<file path="src/rtl/dsp_pkg.sv">
// rtl/dsp_pkg.sv - shared constants and arithmetic helpers for the DSP MAC datapath
package dsp_pkg;

    localparam int DSP_MAC_LAT = 4;
    localparam int SAT_W       = 64;

    typedef struct packed {
        logic signed [SAT_W-1:0] sum;
        logic                    ovf;
    } sat_res_t;

    // Guard field between the two packed products: wide enough that the lower
    // signed product never bleeds into the upper one beyond a single borrow.
    function automatic int pack_shift(input int data_w);
        return 2 * data_w + 2;
    endfunction

    // Operands are sign-extended acc_w-bit values; the result is acc_w-bit
    // clamped (sat=1) or wrapped (sat=0), sign-extended back to SAT_W.
    function automatic sat_res_t sat_add(
        input logic signed [SAT_W-1:0] x,
        input logic signed [SAT_W-1:0] y,
        input int                      acc_w,
        input logic                    sat
    );
        logic signed [SAT_W-1:0] full;
        logic signed [SAT_W-1:0] hi;
        logic signed [SAT_W-1:0] lo;
        sat_res_t                r;
        full  = x + y;
        hi    = (SAT_W'(1) <<< (acc_w - 1)) - SAT_W'(1);
        lo    = ~hi;
        r.ovf = (full > hi) || (full < lo);
        if (!r.ovf) begin
            r.sum = full;
        end else if (sat) begin
            r.sum = full[SAT_W-1] ? lo : hi;
        end else begin
            r.sum = (full <<< (SAT_W - acc_w)) >>> (SAT_W - acc_w);
        end
        return r;
    endfunction

endpackage

</file>
<file path="src/rtl/dsp_packed_mult.sv">
// rtl/dsp_packed_mult.sv - two signed-by-unsigned products from one packed multiply (S1-S3)
module dsp_packed_mult
    import dsp_pkg::*;
#(
    parameter int DATA_W = 8
) (
    input  logic                  clk,
    input  logic                  rst,
    input  logic                  en,
    input  logic [DATA_W-1:0]     a,
    input  logic [DATA_W-1:0]     b,
    input  logic [DATA_W-1:0]     c,
    output logic [2*DATA_W-1:0]   ac,
    output logic [2*DATA_W-1:0]   bc
);

    localparam int S  = pack_shift(DATA_W);
    localparam int PW = DATA_W + S + 1;
    localparam int MW = PW + DATA_W + 1;
    localparam int RW = 2 * DATA_W;

    logic [DATA_W-1:0]    a_q;
    logic [DATA_W-1:0]    b_q;
    logic [DATA_W-1:0]    c_q;
    logic [MW-1:0]        prod_q;
    logic signed [PW-1:0] packed_w;
    logic signed [MW-1:0] prod_w;
    logic [RW-1:0]        ac_w;
    logic [RW-1:0]        bc_w;

    always_comb begin
        packed_w = (PW'($signed(a_q)) <<< S) + PW'($signed(b_q));
        prod_w   = MW'(packed_w) * MW'($signed({1'b0, c_q}));
    end

    // A negative lower product borrows one from the upper field; its sign bit
    // is exactly that borrow, so adding it back restores a*c.
    always_comb begin
        bc_w = RW'(prod_q[S-1:0]);
        ac_w = RW'(prod_q[MW-1:S]) + RW'(prod_q[S-1]);
    end

    always_ff @(posedge clk or posedge rst) begin
        if (rst) begin
            a_q    <= '0;
            b_q    <= '0;
            c_q    <= '0;
            prod_q <= '0;
            ac     <= '0;
            bc     <= '0;
        end else if (en) begin
            a_q    <= a;
            b_q    <= b;
            c_q    <= c;
            prod_q <= MW'(prod_w);
            ac     <= ac_w;
            bc     <= bc_w;
        end
    end

endmodule

</file>
<file path="src/rtl/dsp_dual_mac.sv">
// rtl/dsp_dual_mac.sv - dual signed MAC sharing one unsigned operand, with vector accumulation
module dsp_dual_mac
    import dsp_pkg::*;
#(
    parameter int DATA_W   = 8,
    parameter int ACC_W    = 24,
    parameter int CNT_W    = 8,
    parameter int SATURATE = 1
) (
    input  logic              clk,
    input  logic              rst,
    input  logic              en,
    input  logic              in_valid,
    input  logic              in_last,
    input  logic              acc_mode,
    input  logic [DATA_W-1:0] a,
    input  logic [DATA_W-1:0] b,
    input  logic [DATA_W-1:0] c,
    output logic [ACC_W-1:0]  ac,
    output logic [ACC_W-1:0]  bc,
    output logic [CNT_W-1:0]  out_count,
    output logic              out_ovf,
    output logic              out_valid
);

    localparam int RW = 2 * DATA_W;
    localparam int CW = DSP_MAC_LAT - 1;

    logic [RW-1:0]           p_ac;
    logic [RW-1:0]           p_bc;
    logic [CW-1:0]           v_pipe;
    logic [CW-1:0]           l_pipe;
    logic [CW-1:0]           m_pipe;

    logic signed [ACC_W-1:0] acc_a;
    logic signed [ACC_W-1:0] acc_b;
    logic [CNT_W-1:0]        cnt;
    logic                    ovf;
    logic                    fresh;

    logic signed [ACC_W-1:0] ext_a;
    logic signed [ACC_W-1:0] ext_b;
    logic signed [ACC_W-1:0] acc_a_nxt;
    logic signed [ACC_W-1:0] acc_b_nxt;
    logic [CNT_W-1:0]        cnt_nxt;
    logic                    ovf_nxt;
    logic                    beat;
    logic                    start;
    logic                    closing;
    sat_res_t                res_a;
    sat_res_t                res_b;

    dsp_packed_mult #(
        .DATA_W (DATA_W)
    ) u_mult (
        .clk (clk),
        .rst (rst),
        .en  (en),
        .a   (a),
        .b   (b),
        .c   (c),
        .ac  (p_ac),
        .bc  (p_bc)
    );

    // Beat qualifiers travel alongside the three multiplier stages.
    always_ff @(posedge clk or posedge rst) begin
        if (rst) begin
            v_pipe <= '0;
            l_pipe <= '0;
            m_pipe <= '0;
        end else if (en) begin
            v_pipe <= {v_pipe[CW-2:0], in_valid};
            l_pipe <= {l_pipe[CW-2:0], in_last};
            m_pipe <= {m_pipe[CW-2:0], acc_mode};
        end
    end

    always_comb begin
        beat    = v_pipe[CW-1];
        start   = fresh || !m_pipe[CW-1];
        closing = !m_pipe[CW-1] || l_pipe[CW-1];
        ext_a   = ACC_W'($signed(p_ac));
        ext_b   = ACC_W'($signed(p_bc));
        res_a   = sat_add(SAT_W'(acc_a), SAT_W'(ext_a), ACC_W, SATURATE != 0);
        res_b   = sat_add(SAT_W'(acc_b), SAT_W'(ext_b), ACC_W, SATURATE != 0);
        if (start) begin
            acc_a_nxt = ext_a;
            acc_b_nxt = ext_b;
            cnt_nxt   = CNT_W'(1);
            ovf_nxt   = 1'b0;
        end else begin
            acc_a_nxt = ACC_W'($signed(res_a.sum));
            acc_b_nxt = ACC_W'($signed(res_b.sum));
            cnt_nxt   = (&cnt) ? cnt : cnt + 1'b1;
            ovf_nxt   = ovf | res_a.ovf | res_b.ovf;
        end
    end

    // out_valid is cleared on stalled cycles so a strobe never repeats.
    always_ff @(posedge clk or posedge rst) begin
        if (rst) begin
            acc_a     <= '0;
            acc_b     <= '0;
            cnt       <= '0;
            ovf       <= 1'b0;
            fresh     <= 1'b1;
            ac        <= '0;
            bc        <= '0;
            out_count <= '0;
            out_ovf   <= 1'b0;
            out_valid <= 1'b0;
        end else begin
            out_valid <= en && beat && closing;
            if (en && beat) begin
                acc_a <= acc_a_nxt;
                acc_b <= acc_b_nxt;
                cnt   <= cnt_nxt;
                ovf   <= ovf_nxt;
                fresh <= closing;
                if (closing) begin
                    ac        <= acc_a_nxt;
                    bc        <= acc_b_nxt;
                    out_count <= cnt_nxt;
                    out_ovf   <= ovf_nxt;
                end
            end
        end
    end

endmodule

</file>
<file path="config.mk">
export PLATFORM = sky130hd
export DESIGN_NAME = dsp_dual_mac
export DESIGN_NICKNAME = d
export VERILOG_FILES = /design/src/rtl/dsp_pkg.sv /design/src/rtl/dsp_packed_mult.sv /design/src/rtl/dsp_dual_mac.sv
export SDC_FILE = /design/constraint.sdc
export NUM_CORES = 1
export LEC_CHECK = 0
export BUFFER_PORTS_ARGS = -buffer_cell sky130_fd_sc_hd__buf_2
export CAP_MARGIN = 5
export CORE_MARGIN = 5
export CORE_UTILIZATION = 45
export DETAILED_ROUTE_END_ITERATION = 12
export GPL_TIMING_DRIVEN = 0
export HOLD_SLACK_MARGIN = 0.12
export PLACE_DENSITY = 0.71
export SLEW_MARGIN = 5
export SYNTH_ARGS = -nofsm -noshare
export SYNTH_HDL_FRONTEND = slang
export SYNTH_SLANG_ARGS = --single-unit
</file>
<file path="constraint.sdc">
create_clock -name clk -period 22.9 [get_ports clk]
set_input_delay 4.58 -clock clk [delete_from_list [all_inputs] [get_ports clk]]
set_output_delay 4.58 -clock clk [all_outputs]
set_load 0.05 [all_outputs]
</file>
==> run_results.csv, run 1 <==
group,metric,value,unit
status,status,"completed",
clock_network,post_cts_buffers,0,
sta,period_share,32.3,%
worst_setup_path,start_kind,"register",
clock_network,clock_sinks,214,
logic_synthesis,synthMuxAreaShare,4.79,%
logic_synthesis,synth_flop_cell,"dfrtp_1",
worst_setup_path,slowest_delay,0.74,ns
global_route,grt_antenna_before_repair,0,
clock_network,numCtsBuffers,25,
logic_synthesis,synth_cell_types,80,
logic_synthesis,synth_compound_area_share,16.5,%
logic_synthesis,yosys_warnings,0,
sta,tightest_slew,1.16,ns
finish,drive_above_1_share,11.2,%
worst_setup_path,worstSetupPathType,"register to register",
floorplan,die_h,208,um
logic_synthesis,synth_area,17700,um^2
sta,fmax,135,MHz
detailed_routing,viasPerCell,5.52,
min_path,hold_path_class,"register to register",
clock_network,clk_path_buf_depth,3,
worst_setup_path,cp_max_fo,17,
worst_setup_path,end_kind,"register",
logic_synthesis,ys_seq_elements,214,
logic_synthesis,netlist_instances,1873,
clock_network,root_buffer,"clkbuf_16",
sta,finalSetupTns,0,ns
sta,finalHoldViolations,0,
detailed_routing,drt_pass1_iterations,6,
sta,grt_setup_unrepaired,"no",
logic_synthesis,synth_area_per_cell,9.43,um^2
global_route,grt_pass1_wl,73.9,mm
global_route,grt-ovfl-total,0,
floorplan,rows,72,
worst_setup_path,cp_data_arrival_time,7.87,ns
clock_network,cts_tree,"built",
clock_network,cts.repair.resized,0,
sta,min_period,7.39,ns
floorplan,start_util,45.6,%
finish,fin_nets,2277,
clock_network,ctsHoldBuffers,0,
clock_network,cts.clk_slew.worst_paths,0.06,ns
logic_synthesis,synthAdderAreaFrac,24.4,%
worst_setup_path,reg2reg_depth,28,
placed_design,port_buffers,87,
finish,fillCellCount,3643,
logic_synthesis,yosysTopAreaCellShare,30.2,%
placed_design,gp_congestion,0.934,
detailed_routing,avgRoutedWirePerCell,17.8,um
detailed_routing,drc,0,
logic_synthesis,syn-num-nets,2162,
logic_synthesis,synth.area.top_cells,"dfrtp_1 30%, fa_1 15%, ha_1 8.9%",
sta,slew_violations,0,
worst_setup_path,cp.required,23.38,ns
worst_setup_path,r2r_setup_slack,15.51,ns
sta,skew,0.0265,ns
clock_network,clk-insertion-delay-late,0.56,ns
run,drv_cap,0,
logic_synthesis,yosys.area_share.xor_xnor,4.46,%
worst_setup_path,reg2reg_to,"u_mult.prod_q[33]$_DFFE_PP0P_",
min_path,whs_endpoint,"fresh$_DFFE_PP1P_",
detailed_routing,wl,44.8,mm
worst_setup_path,worstReg2RegStart,"u_mult.b_q[7]$_DFFE_PP0P_",
logic_synthesis,synth_simple_gate_area_share,13.2,%
global_route,grt_start_max_net_pins,126,
logic_synthesis,synth_top_family_by_area,"adder cells",
logic_synthesis,ys_async_sr_fraction,100,%
finish,antennaDiodeCount,0,
logic_synthesis,synth_seq_area_share,30.3,%
floorplan,die_x,208,um
logic_synthesis,synth.top_cells.by_count,"213 x dfrtp_1, 212 x inv_1, 194 x nand2_1",
logic_synthesis,yosysMostFrequentCell,"dfrtp_1",
detailed_routing,vias,13900,
sta,setup_violations,0,
detailed_routing,drt_iter0_markers,968,
sta,relSlewSlack,20.9,%
min_path,min_path_cells,2,
worst_setup_path,cp_slowest_cell,"dfrtp_1",
detailed_routing,ant_nets,0,
floorplan,coreArea,38700,um^2
floorplan,ios,88,
placed_design,hpwl,34.9,mm
clock_network,clock_tree.htree_level_count,1,
finish,area.growth.synth_to_final,11.0,%
logic_synthesis,synth_top_area_cell,"dfrtp_1",
logic_synthesis,synth_edf_count,0,
min_path,hold_start,"fresh$_DFFE_PP1P_",
global_route,grt_pass1_vias,14000,
floorplan,die-area,43300,um^2
global_route,grt_use_total,20.5,%
## cell families after synthesis
kind of cell | Yosys count
flops | 214
buf+inv | 288
simple gates | 485
xor+xnor | 90
mux | 76
compound gates | 454
fa+ha+maj | 266
## through the flow
step / hold slack, ns / utilization, % / std cells / instance area, um^2 / setup WS (ns)
3_3_place_gp: 0.451 / 48.4 / 2478 / 18700 / 10.09
5_1_grt: 0.496 / 50.6 / 2523 / 19600 / 15.08
4_1_cts: 0.465 / 50.6 / 2523 / 19600 / 15.55
6_report: 0.466 / 50.6 / 2523 / 19600 / 15.51
2_1_floorplan: 0.443 / - / 1873 / 17700 / 12.47
3_5_place_dp: 0.454 / 48.5 / 2479 / 18800 / 15.58
## flip-flops by register name, summed over array words and instances, names as in the netlist, 16 cells and up
name,flops
u_mult.ac,16
bc,24
u_mult.prod_q,33
u_mult.bc,16
acc_b,24
acc_a,24
ac,24
## final cells by class
type	count	area, um^2	area share, %
Timing Repair Buffer	88	463	2.36
Clock buffer	34	689	3.52
Sequential cell	214	5360	27.3
Inverter	212	803	4.10
Tap cell	518	648	3.31
Clock inverter	10	135	0.689
Buffer	76	313	1.60
Multi-Input combinational cell	1371	11200	57.1
## critical path: cells and delay by family (launching register included)
family	cells	cell delay [ns]
adders and majority gates	7	3.10
AOI/OAI and AO/OA	11	2.40
DFF	1	0.74
and+or+nand+nor	4	0.59
buffers and inverters	6	0.48
## layer usage
layer	vias to the layer above	GRT usage [%]	part of all wire (%)
li1	6642	-	-
met1	6842	28.3	46
met2	366	34.4	47
met3	76	2.89	4.9
met4	0	4.94	2.8
met5	-	0	0
## how the worst max path moves through the flow
stage,startpoint,to,slack (ns),cells after the start
final,u_mult.b_q[7]$_DFFE_PP0P_,u_mult.prod_q[33]$_DFFE_PP0P_,15.51,28
after global routing,u_mult.b_q[7]$_DFFE_PP0P_,u_mult.prod_q[33]$_DFFE_PP0P_,15.08,28
after CTS,u_mult.b_q[7]$_DFFE_PP0P_,u_mult.prod_q[33]$_DFFE_PP0P_,15.55,28
after detailed placement,u_mult.b_q[7]$_DFFE_PP0P_,u_mult.prod_q[33]$_DFFE_PP0P_,15.58,28
after global placement,rst,acc_a[19]$_DFFE_PP0P_,10.09,2
after floorplan,rst,ac[0]$_DFFE_PP0P_,12.47,1
## cell usage in the layout (no fill, tap or decap), types with 5 or more instances in the layout
cell type / n
buf_2: 89
nor2b_1: 16
a211oi_1: 8
nand2b_1: 11
a221o_1: 17
mux2_2: 68
nand2_1: 194
a31oi_1: 24
o211ai_1: 6
nor3_1: 14
clkbuf_16: 25
nand3_1: 31
a21oi_1: 111
nand3b_1: 6
maj3_1: 7
o21ai_1: 8
o31ai_1: 10
o21bai_1: 10
nand4_1: 12
a2bb2oi_1: 14
or3_1: 6
o21a_1: 12
nor2_1: 82
buf_1: 6
xor2_1: 35
dfrtp_1: 213
a22o_1: 5
clkbuf_1: 71
a22oi_1: 9
and2_1: 73
fa_1: 134
and3_1: 16
o21ai_0: 133
mux2i_1: 8
xnor2_1: 55
a21o_1: 38
inv_1: 211
ha_1: 125
Power of run 1 is not shown: default switching activity piles up to over one toggle a cycle in this logic, so the estimate is an artifact.
==> inputs of run 2 (changes only) <==
- clock period: 22.9 -> 7.4 ns (I/O delays scaled with it)
==> run_results.csv, run 2 (same netlist as run 1, synthesis figures left out) <==
group,metric,value,unit
status,status,"completed",
finish,largest_register_ffs,33,
clock_network,clk-insertion-delay-late,0.56,ns
placed_design,placed_cells,2479,
finish,top_register,"u_mult.prod_q",
clock_network,numCtsBuffers,25,
floorplan,rows,72,
clock_network,clock_sinks,214,
worst_setup_path,reg2reg_depth,28,
clock_network,post_cts_buffers,0,
clock_network,ctsHoldBuffers,0,
floorplan,die_h,208,um
min_path,min_path_cells,2,
detailed_routing,m1WireLength,20.4,mm
worst_setup_path,end_kind,"register",
finish,final_cells,2523,
finish,antennaDiodeCount,0,
detailed_routing,top_layer,"met4",
finish,layout_common_cells,"212 x dfrtp_1, 211 x inv_1, 194 x nand2_1, 134 x fa_1, 133 x o21ai_0",
placed_design,port_buffers,87,
detailed_routing,dr_wl_met2,21.0,mm
worst_setup_path,worstSetupPathType,"register to register",
sta,min_period,6.96,ns
worst_setup_path,cp_slowest_cell,"fa_1",
finish,area.growth.synth_to_final,11.0,%
floorplan,ios,88,
clock_network,clock_tree.htree_level_count,1,
sta,tightest_slew,1.16,ns
detailed_routing,avgRoutedWirePerCell,17.8,um
sta,period_share,94.0,%
global_route,grt_antenna_before_repair,0,
detailed_routing,ant_nets,0,
detailed_routing,drt_pass1_iterations,6,
floorplan,coreArea,38700,um^2
sta,slew_violations,0,
clock_network,clk_path_buf_depth,3,
global_route,grt_pass1_vias,14000,
global_route,grt-ovfl-total,0,
finish,drive_above_1_share,11.3,%
floorplan,die-area,43300,um^2
detailed_routing,vias,13900,
finish,mostFrequentLayoutCell,"dfrtp_1",
sta,fmax,144,MHz
worst_setup_path,slowest_delay,0.62,ns
global_route,grt_start_max_net_pins,126,
detailed_routing,wl,44.8,mm
placed_design,hpwl,34.9,mm
sta,grt_setup_unrepaired,"no",
clock_network,cts.clk_slew.worst_paths,0.06,ns
sta,relSlewSlack,21.0,%
finish,fin_nets,2277,
finish,final_util,50.6,%
worst_setup_path,cp_max_fo,17,
sta,hold_ws,0.466,ns
worst_setup_path,cp.required,7.88,ns
sta,setup_violations,0,
detailed_routing,wl_met3,2.23,mm
sta,skew,0.0269,ns
detailed_routing,drc,0,
floorplan,start_util,45.6,%
worst_setup_path,start_kind,"register",
clock_network,cts_tree,"built",
sta,finalHoldViolations,0,
clock_network,root_buffer,"clkbuf_16",
detailed_routing,drt_iter0_markers,968,
run,drv_cap,0,
finish,fillCellCount,3644,
placed_design,gp_congestion,0.934,
min_path,hold_path_class,"register to register",
detailed_routing,viasPerCell,5.52,
worst_setup_path,cp_data_arrival_time,7.44,ns
global_route,grt_pass1_wl,73.9,mm
global_route,grt_use_total,20.5,%
floorplan,die_x,208,um
[run 2: routing by layer]
metal | GRT usage (%) | vias up
li1 | - | 6641
met1 | 28.3 | 6843
met2 | 34.4 | 367
met3 | 2.89 | 76
met4 | 4.94 | 0
met5 | 0 | -
[run 2: critical path, delay by kind of cell (launching register included)]
family	cells	cell delay (ns)
adders and majority gates	7	3.03
buffers and inverters	6	0.48
and+or+nand+nor	4	0.53
AOI/OAI and AO/OA	11	2.28
DFF	1	0.55
[run 2: repair_timing]
action | 4_1_cts | 5_1_grt
gates resized for setup | 0 | 4
endpoints found under the setup margin | 0 | 4
endpoints found under the hold margin | 0 | 0
[run 2: final timing paths]
check | from | endpoint | slack, ns
min in group asynchronous | rst | v_pipe[1]$_DFFE_PP0P_ | 1.01
worst min register to register | fresh$_DFFE_PP1P_ | fresh$_DFFE_PP1P_ | 0.47
max in group asynchronous | rst | u_mult.b_q[7]$_DFFE_PP0P_ | 5.28
worst max-delay path | u_mult.b_q[7]$_DFFE_PP0P_ | u_mult.prod_q[33]$_DFFE_PP0P_ | 0.44
worst min-delay path | fresh$_DFFE_PP1P_ | fresh$_DFFE_PP1P_ | 0.47
worst max register to register | u_mult.b_q[7]$_DFFE_PP0P_ | u_mult.prod_q[33]$_DFFE_PP0P_ | 0.44
[run 2: final cells by class]
| class | instances | area, um^2 | area share [%] |
|---|---|---|---|
| flip-flops and latches | 214 | 5360 | 27.3 |
| well taps | 518 | 648 | 3.31 |
| repair buffers | 88 | 463 | 2.36 |
| clock buffers | 34 | 689 | 3.52 |
| plain buffers | 76 | 313 | 1.60 |
| multi-input cells | 1371 | 11200 | 57.1 |
| clock inverters | 10 | 135 | 0.689 |
| inverters | 212 | 803 | 4.10 |
[run 2: per-stage QoR]
stage          setup slack (ns)  setup TNS (ns)  area [um^2]
4_1_cts                  0.0511               0        19600
2_1_floorplan            0.0707               0        17700
3_5_place_dp             0.0779               0        18800
5_1_grt                  0.0555               0        19600
3_3_place_gp              -2.31         -487.47        18700
6_report                  0.442               0        19600
Power of run 2 is left out for the same reason.
